<file path="src/rtl/spiflash_line_cache.sv">
// Direct-mapped, read-only line cache between the PicoRV32 memory bus and spimemio.
// Misses refill a whole line with back-to-back word reads so the controller can stream them.
module spiflash_line_cache #(
  parameter int LINES_LOG2 = 3,
  parameter int WORDS_LOG2 = 2
) (
  input  logic        clk,
  input  logic        reset,
  input  logic        flush,
  input  logic        cpu_valid,
  output logic        cpu_ready,
  input  logic [23:0] cpu_addr,
  output logic [31:0] cpu_rdata,
  output logic        mem_valid,
  output logic [23:0] mem_addr,
  input  logic        mem_ready,
  input  logic [31:0] mem_rdata
);

  localparam int LINES   = 1 << LINES_LOG2;
  localparam int WORDS   = 1 << WORDS_LOG2;
  localparam int IDX_W   = LINES_LOG2 + WORDS_LOG2;
  localparam int TAG_LSB = IDX_W + 2;
  localparam int TAG_W   = 24 - TAG_LSB;

  typedef enum logic [1:0] {
    S_IDLE,
    S_FILL,
    S_RESP
  } state_e;

  state_e state_q, state_d;

  logic [LINES-1:0]      valid_q, valid_d;
  logic [TAG_W-1:0]      tag_q  [LINES];
  logic [31:0]           data_q [LINES*WORDS];

  logic [TAG_W-1:0]      req_tag_q,   req_tag_d;
  logic [LINES_LOG2-1:0] req_index_q, req_index_d;
  logic [WORDS_LOG2-1:0] req_word_q,  req_word_d;
  logic [WORDS_LOG2-1:0] fill_cnt_q,  fill_cnt_d;

  logic        cpu_ready_q, cpu_ready_d;
  logic [31:0] cpu_rdata_q, cpu_rdata_d;
  logic        mem_valid_q, mem_valid_d;
  logic [23:0] mem_addr_q,  mem_addr_d;

  logic data_we, tag_we;

  // Address split of the incoming request; the byte offset is never used.
  logic [WORDS_LOG2-1:0] in_word;
  logic [LINES_LOG2-1:0] in_index;
  logic [TAG_W-1:0]      in_tag;
  logic                  unused_addr_bits;

  assign in_word          = cpu_addr[WORDS_LOG2+1:2];
  assign in_index         = cpu_addr[TAG_LSB-1:WORDS_LOG2+2];
  assign in_tag           = cpu_addr[23:TAG_LSB];
  assign unused_addr_bits = ^cpu_addr[1:0];

  logic new_req, hit, beat, last_beat;

  // A cycle that just carried cpu_ready is never a fresh request.
  assign new_req   = cpu_valid && !cpu_ready_q && !flush;
  assign hit       = valid_q[in_index] && (tag_q[in_index] == in_tag);
  assign beat      = mem_valid_q && mem_ready;
  assign last_beat = beat && (&fill_cnt_q);

  // NOTE: sequential state uses non-blocking assignments so every flop samples pre-edge values.
  always_ff @(posedge clk) begin
    if (reset) begin
      state_q <= S_IDLE;
    end else begin
      state_q <= state_d;
    end
  end

  always_comb begin
    state_d = state_q;
    unique case (state_q)
      S_IDLE:  if (new_req && !hit) state_d = S_FILL;
      S_FILL:  if (flush) state_d = S_IDLE;
               else if (last_beat) state_d = S_RESP;
      S_RESP:  state_d = S_IDLE;
      default: state_d = S_IDLE;
    endcase
  end

  // NOTE: every signal gets a default before the case so no path infers a latch.
  always_comb begin
    valid_d     = valid_q;
    cpu_ready_d = 1'b0;
    cpu_rdata_d = cpu_rdata_q;
    mem_valid_d = 1'b0;
    mem_addr_d  = mem_addr_q;
    fill_cnt_d  = fill_cnt_q;
    req_tag_d   = req_tag_q;
    req_index_d = req_index_q;
    req_word_d  = req_word_q;
    data_we     = 1'b0;
    tag_we      = 1'b0;

    unique case (state_q)
      S_IDLE: begin
        if (new_req) begin
          if (hit) begin
            cpu_ready_d = 1'b1;
            cpu_rdata_d = data_q[{in_index, in_word}];
          end else begin
            req_tag_d         = in_tag;
            req_index_d       = in_index;
            req_word_d        = in_word;
            mem_addr_d        = {in_tag, in_index, {(WORDS_LOG2+2){1'b0}}};
            fill_cnt_d        = '0;
            valid_d[in_index] = 1'b0;
          end
        end
      end
      S_FILL: begin
        // mem_valid rises one cycle after FILL entry and falls on the last beat or a flush.
        if (!flush) begin
          mem_valid_d = 1'b1;
          if (beat) begin
            data_we    = 1'b1;
            fill_cnt_d = fill_cnt_q + WORDS_LOG2'(1);
            mem_addr_d = mem_addr_q + 24'd4;
            if (last_beat) begin
              mem_valid_d          = 1'b0;
              valid_d[req_index_q] = 1'b1;
              tag_we               = 1'b1;
            end
          end
        end
      end
      S_RESP: begin
        cpu_ready_d = cpu_valid;
        if (cpu_valid) cpu_rdata_d = data_q[{req_index_q, req_word_q}];
      end
      default: ;
    endcase

    if (flush) valid_d = '0;
  end

  always_ff @(posedge clk) begin
    if (reset) begin
      valid_q     <= '0;
      cpu_ready_q <= 1'b0;
      cpu_rdata_q <= '0;
      mem_valid_q <= 1'b0;
      mem_addr_q  <= '0;
      fill_cnt_q  <= '0;
      req_tag_q   <= '0;
      req_index_q <= '0;
      req_word_q  <= '0;
    end else begin
      valid_q     <= valid_d;
      cpu_ready_q <= cpu_ready_d;
      cpu_rdata_q <= cpu_rdata_d;
      mem_valid_q <= mem_valid_d;
      mem_addr_q  <= mem_addr_d;
      fill_cnt_q  <= fill_cnt_d;
      req_tag_q   <= req_tag_d;
      req_index_q <= req_index_d;
      req_word_q  <= req_word_d;
    end
  end

  // NOTE: tag and data arrays are not reset; the valid bits alone decide whether they are trusted.
  always_ff @(posedge clk) begin
    if (data_we) data_q[{req_index_q, fill_cnt_q}] <= mem_rdata;
    if (tag_we)  tag_q[req_index_q] <= req_tag_q;
  end

  assign cpu_ready = cpu_ready_q;
  assign cpu_rdata = cpu_rdata_q;
  assign mem_valid = mem_valid_q;
  assign mem_addr  = mem_addr_q;

endmodule

</file>
<file path="config.mk">
export PLATFORM = sky130hd
export DESIGN_NAME = spiflash_line_cache
export DESIGN_NICKNAME = d
export VERILOG_FILES = /design/src/rtl/spiflash_line_cache.sv
export SDC_FILE = /design/constraint.sdc
export NUM_CORES = 1
export LEC_CHECK = 0
export CAP_MARGIN = 25
export CORE_MARGIN = 5
export CORE_UTILIZATION = 40
export DETAILED_ROUTE_END_ITERATION = 7
export DONT_BUFFER_PORTS = 1
export GPL_TIMING_DRIVEN = 0
export PLACE_DENSITY = 0.57
export SLEW_MARGIN = 20
export SYNTH_ARGS = -nofsm -noshare
export SYNTH_HDL_FRONTEND = slang
export SYNTH_SLANG_ARGS = --single-unit
</file>
<file path="constraint.sdc">
create_clock -name clk -period 3.65 [get_ports clk]
set_input_delay 0.365 -clock clk [delete_from_list [all_inputs] [get_ports clk]]
set_output_delay 0.365 -clock clk [all_outputs]
set_load 0.02 [all_outputs]
</file>
== Word-level counts from Yosys, hierarchy flattened ==
Memories as Yosys holds them, arrays and structs flattened. A register that Yosys moved wholly into a read port is not among the register bits.
Cells that the tools add are included.
Storage, ports and cells
  register bits after elaboration: 92
  memory bits (writable): 1160
  bits of input ports: 61
  output and inout bits: 58
  logic and storage cells: 104
  memories: 2
Memories
  data_q: words 32, bits a word 32, read ports 2, clocked after Yosys merged registers in 1, write ports 1, line 36  | logic [31:0] data_q [LINES*WORDS];
  tag_q: words 8, bits a word 17, read ports 1, clocked after Yosys merged registers in 0, write ports 1, line 35  | logic [TAG_W-1:0] tag_q [LINES];
Operators by class
  add/subtract/negate cells: 2
  magnitude comparators: 4
  equality and inequality tests: 12
  muxes and demuxes: 47
  bitwise gates (word level): 5
  reductions and logical operators: 22
Operator list (count)
  $mux W24: 4
  $mux W32: 3
  $pmux W32 S2: 1
  $pmux W24 S2: 1
  $mux W8: 4
  $add A24 B3 Y24 const B: 1
  $mux W1: 18
  $eq A17 B17 Y1: 1
  $ne A2 B2 Y1 const B: 8
  $pmux W8 S2: 1
  $mux W2: 7
  $mux W5: 2
  $reduce_and A5 Y1: 2
  $and A8 B8 Y8: 1
  $logic_and A1 B1 Y1: 8
  $lt A3 B4 Y1 const B: 2
  $not A8 Y8: 1
  $or A8 B8 Y8: 1
  $pmux W2 S2: 2
  $demux W1 S3: 2
  $ge A3 B1 Y1 const B: 2
  $reduce_and A2 Y1: 2
  $reduce_and A4 Y1: 1
  $reduce_bool A2 Y1: 2
  12 further kinds: 15

== Depth between registers and ports, before layout ==
  depth after elaboration: 9
  depth in mapped cells: 13
  depth with buffers taken out: 8

== Worst setup path after synthesis ==
No wires, ideal clock.
  path type: reg2reg
  start: register state_q[1]
  end: memory data_q[15][0], enable pin
  library setup time: 421 ps
  data arrival time: 2961 ps
  data required time: 3229 ps
  setup slack: 268 ps
  stages on the path, launching flop included: 7
  path buffers: 2
  clock period less this slack: 3382 ps
  path through: dfxtp_1 nand2b_1 clkbuf_1 nor3_1 nand2_1 clkbuf_1 nor2_1
On the way
  cells in the longest elaborated chain, start to end: 4
RTL lines
  from (decl): line 32  | state_e state_q, state_d;
  from (signal assigned): line 74  | state_q <= state_d;
  $eq A2 B1 Y1: line 103  | unique case (state_q)
  $mux W1: line 103
  $mux W1: line 171  | if (data_we) data_q[{req_index_q, fill_cnt_q}] <= mem_rdata;
  $mux W1 (implied by the code): line 171
  to (decl): line 36
No other way between the ends.

==> results.cfg <==
[run_status]
status = completed

[setup_path]
critical_path_required_ns = 4.31
critPathKind = reg2reg
start_kind = flip-flop
critical_path_arrival_ns = 4.29
critPathMaxFanout = 10
cp-end-kind = flip-flop

[place]
dp_hpwl_mm = 133
placedCellCount = 4839
gp_congestion = 0.874
io_buffer_count = 0
placed_area_mm2 = 0.0610
place_ws_ns = -1.34

[sta]
fin_crit_sh_pct = 99.3
tightest_slew_ns = 1.27
relSlewSlack_pct = 15.2
timing.final.crit_period_ns = 3.63
setup_slack_ns = 0.0245
rsz0062_at_grt = false
skew_ns = 0.0282
fmax_ghz = 0.276
report.final.slew_viol_count = 0
hold_viol_final = 0
holdWs_ns = 0.0773
setup_viol = 0

[power]
vdd_ir_drop_max_uv = 373
leakagePower_nw = 20.5
p_per_area_mw_per_mm2 = 484

[global_route]
grt_pass1_wl_mm = 267
grtUsageTotal_pct = 26.0
antenna_found_initial = 8
grt_pass1_vias = 34500
grt_overflow = 0
grt_max_degree = 33

[floorplan]
fp.dieW_um = 385
io_pins = 119
core_area_mm2 = 0.140
die_h_um = 385
die_area_mm2 = 0.148
start_util_pct = 40.3
rows = 137

[layout]
layout.nets = 3261
multiInputGateArea_mm2 = 0.0190
fillers = 11400
design_area_mm2 = 0.0669
final_common_cell = edfxtp_1
drive_above_1_share_pct = 34.9
utilization_pct = 47.9
fin_cells = 5190
syn2layout_area_growth_pct = 18.7
regArea_mm2 = 0.0367
most-common-layout-cells = 1,160 x edfxtp_1, 594 x mux4_2, 142 x clkbuf_16

[clocking]
cts_tree = yes
ctsLongestPathBuffers = 3
numCtsBuffers = 137
ctsHtreeMaxLevel = 4
cts-root-buf = clkbuf_16
clk_transition_reported_paths_ns = 0.06
clk_latency_ns = 0.79
cts.sink_count = 1255

[routing]
avgViaCountPerCell = 6.54
drt-pass1-iter-count = 6
drt-initial-drc-count = 4424
antenna_left = 0
remaining_drc_errors = 0
detail_route.wl_per_cell_um = 37.2
routed-via-count = 33900
drt-total-wl_mm = 193

[job]
maxCapViolCount = 0

[yosys]
synth-seq-cells = 1255
synth_mux_area_share_pct = 25.5
synth_edf_count = 1160
yosys.area_share.simple_pct = 3.05
yosysUniqueCellTypes = 64
synth_area_mm2 = 0.0563
synth_top_family_by_area = multiplexers
ys_warn_count = 0
yosys_most_used_dff = edfxtp_1
seq_area_frac_synth_pct = 65.2
synthXorXnorAreaFrac_pct = 0.187
synth.avg_cell_area_um2 = 19.7
synth_compound_area_share_pct = 4.05
syn_inst = 2865
async_flop_share_pct = 0
synthAdderAreaFrac_pct = 0.111

[hold_path]
hold_start = cpu_addr[11]
hold_path_class = in2reg
cell usage after synthesis, types with 5 or more instances:
master        n  share of area [%]
a21oi_1      17               0.15
a22o_1        8               0.12
a22oi_1     136                1.8
a31o_1       24               0.37
a31o_2       18               0.28
and3_1       10               0.11
buf_1        62               0.41
buf_2         7              0.062
buf_4         5              0.067
buf_6        11               0.22
clkbuf_1    153                1.0
dfxtp_1      95                3.4
edfxtp_1   1160                 62
ha_1          5               0.11
inv_1         9              0.060
mux2i_1      98                1.7
mux4_2      594                 24
nand2_1     101               0.67
nand3_1      28               0.25
nand3b_1      5              0.067
nand4_1      35               0.39
nor2_1       70               0.47
nor2b_1       8              0.089
nor3_1        9              0.080
nor4_1       40               0.44
o2111ai_1     7               0.11
o211ai_1     13               0.17
o21ai_0      51               0.45
o31ai_1       7              0.093
o31ai_2       5               0.11
or3_1         6              0.067
xor2_1        8               0.12
kinds of logic (layout without fill, tap and decap cells):
logic type | Yosys count | count (layout)
XOR/XNOR | 12 | 12
AO/OA/AOI/OAI | 309 | 309
adder cells (fa/ha/maj) | 5 | 5
AND/OR/NAND/NOR | 340 | 340
flip-flops | 1255 | 1255
other | 1 | 7
multiplexers | 694 | 694
buffers and inverters | 249 | 692
where the power goes:
| part | switching (mW) | internal (mW) |
|---|---|---|
| clock | 5.98 | 8.33 |
| combinational | 1.39 | 0.922 |
| sequential | 0.0632 | 15.7 |
state kept, by name, indices dropped and copies added, names as in the netlist, named ones only:
signal       flops
tag_q          136
fill_cnt_q       2
data_q        1024
state_q          2
mem_addr        22
mem_valid        1
req_tag_q       17
req_word_q       2
cpu_ready        1
req_index_q      3
cpu_rdata       32
valid_q          8
layout make-up:
cell class,count,area share (%)
buffer,238,1.74
sequential,1255,54.9
clock buffer,174,5.66
timing repair buffer,190,4.36
multi-input combinational,1362,28.4
tap,1876,3.51
clock inverter,79,1.26
inverter,11,0.0618
antenna,5,0.0187
critical path, stage by stage, from the launching register on:
cell and delay [ns]:
dfxtp_1 0.31, clkbuf_1 0.31, clkbuf_2 0.40, buf_2 0.54, mux4_2 0.57, mux4_2 0.47
mux2i_1 0.16, nand2_1 0.07, o21ai_0 0.29, nor4_1 0.12, a31o_2 0.25
final timing paths:
| check | to | slack, ns | depth (start not counted) |
|---|---|---|---|
| hold / removal | mem_addr[11]$_SDFFE_PP0P_ | 0.08 | 3 |
| setup reg to reg | cpu_rdata[31]$_SDFFE_PP0P_ | 0.02 | 10 |
| hold reg to reg | flip-flop | 0.51 | 2 |
| setup / recovery | cpu_rdata[31]$_SDFFE_PP0P_ | 0.02 | 10 |
metal layers:
metal  GRT usage (%)  wire (um)
met3            8.14      22100
met2            40.8      90100
met1            33.6      71800
met4            11.1       9170
met5               0         10
what timing repair did:
action	in CTS	in global routing
endpoints found under the setup margin	606	25
hold endpoints to repair	1071	0
setup buffers	17	0
gates resized for setup	44	44
cloned	0	0
pin swaps	6	0
hold buffers	53	0
metrics by stage:
step | setup TNS, ns | total power [mW]
floorplan | 0 | 17.4
global placement | -2987.62 | 18.0
detailed placement | -136.02 | 18.1
CTS | -0.140 | 32.5
global route | 0 | 33.3
finish | 0 | 32.4
No activity file was read; power rests on OpenSTA's default activity.
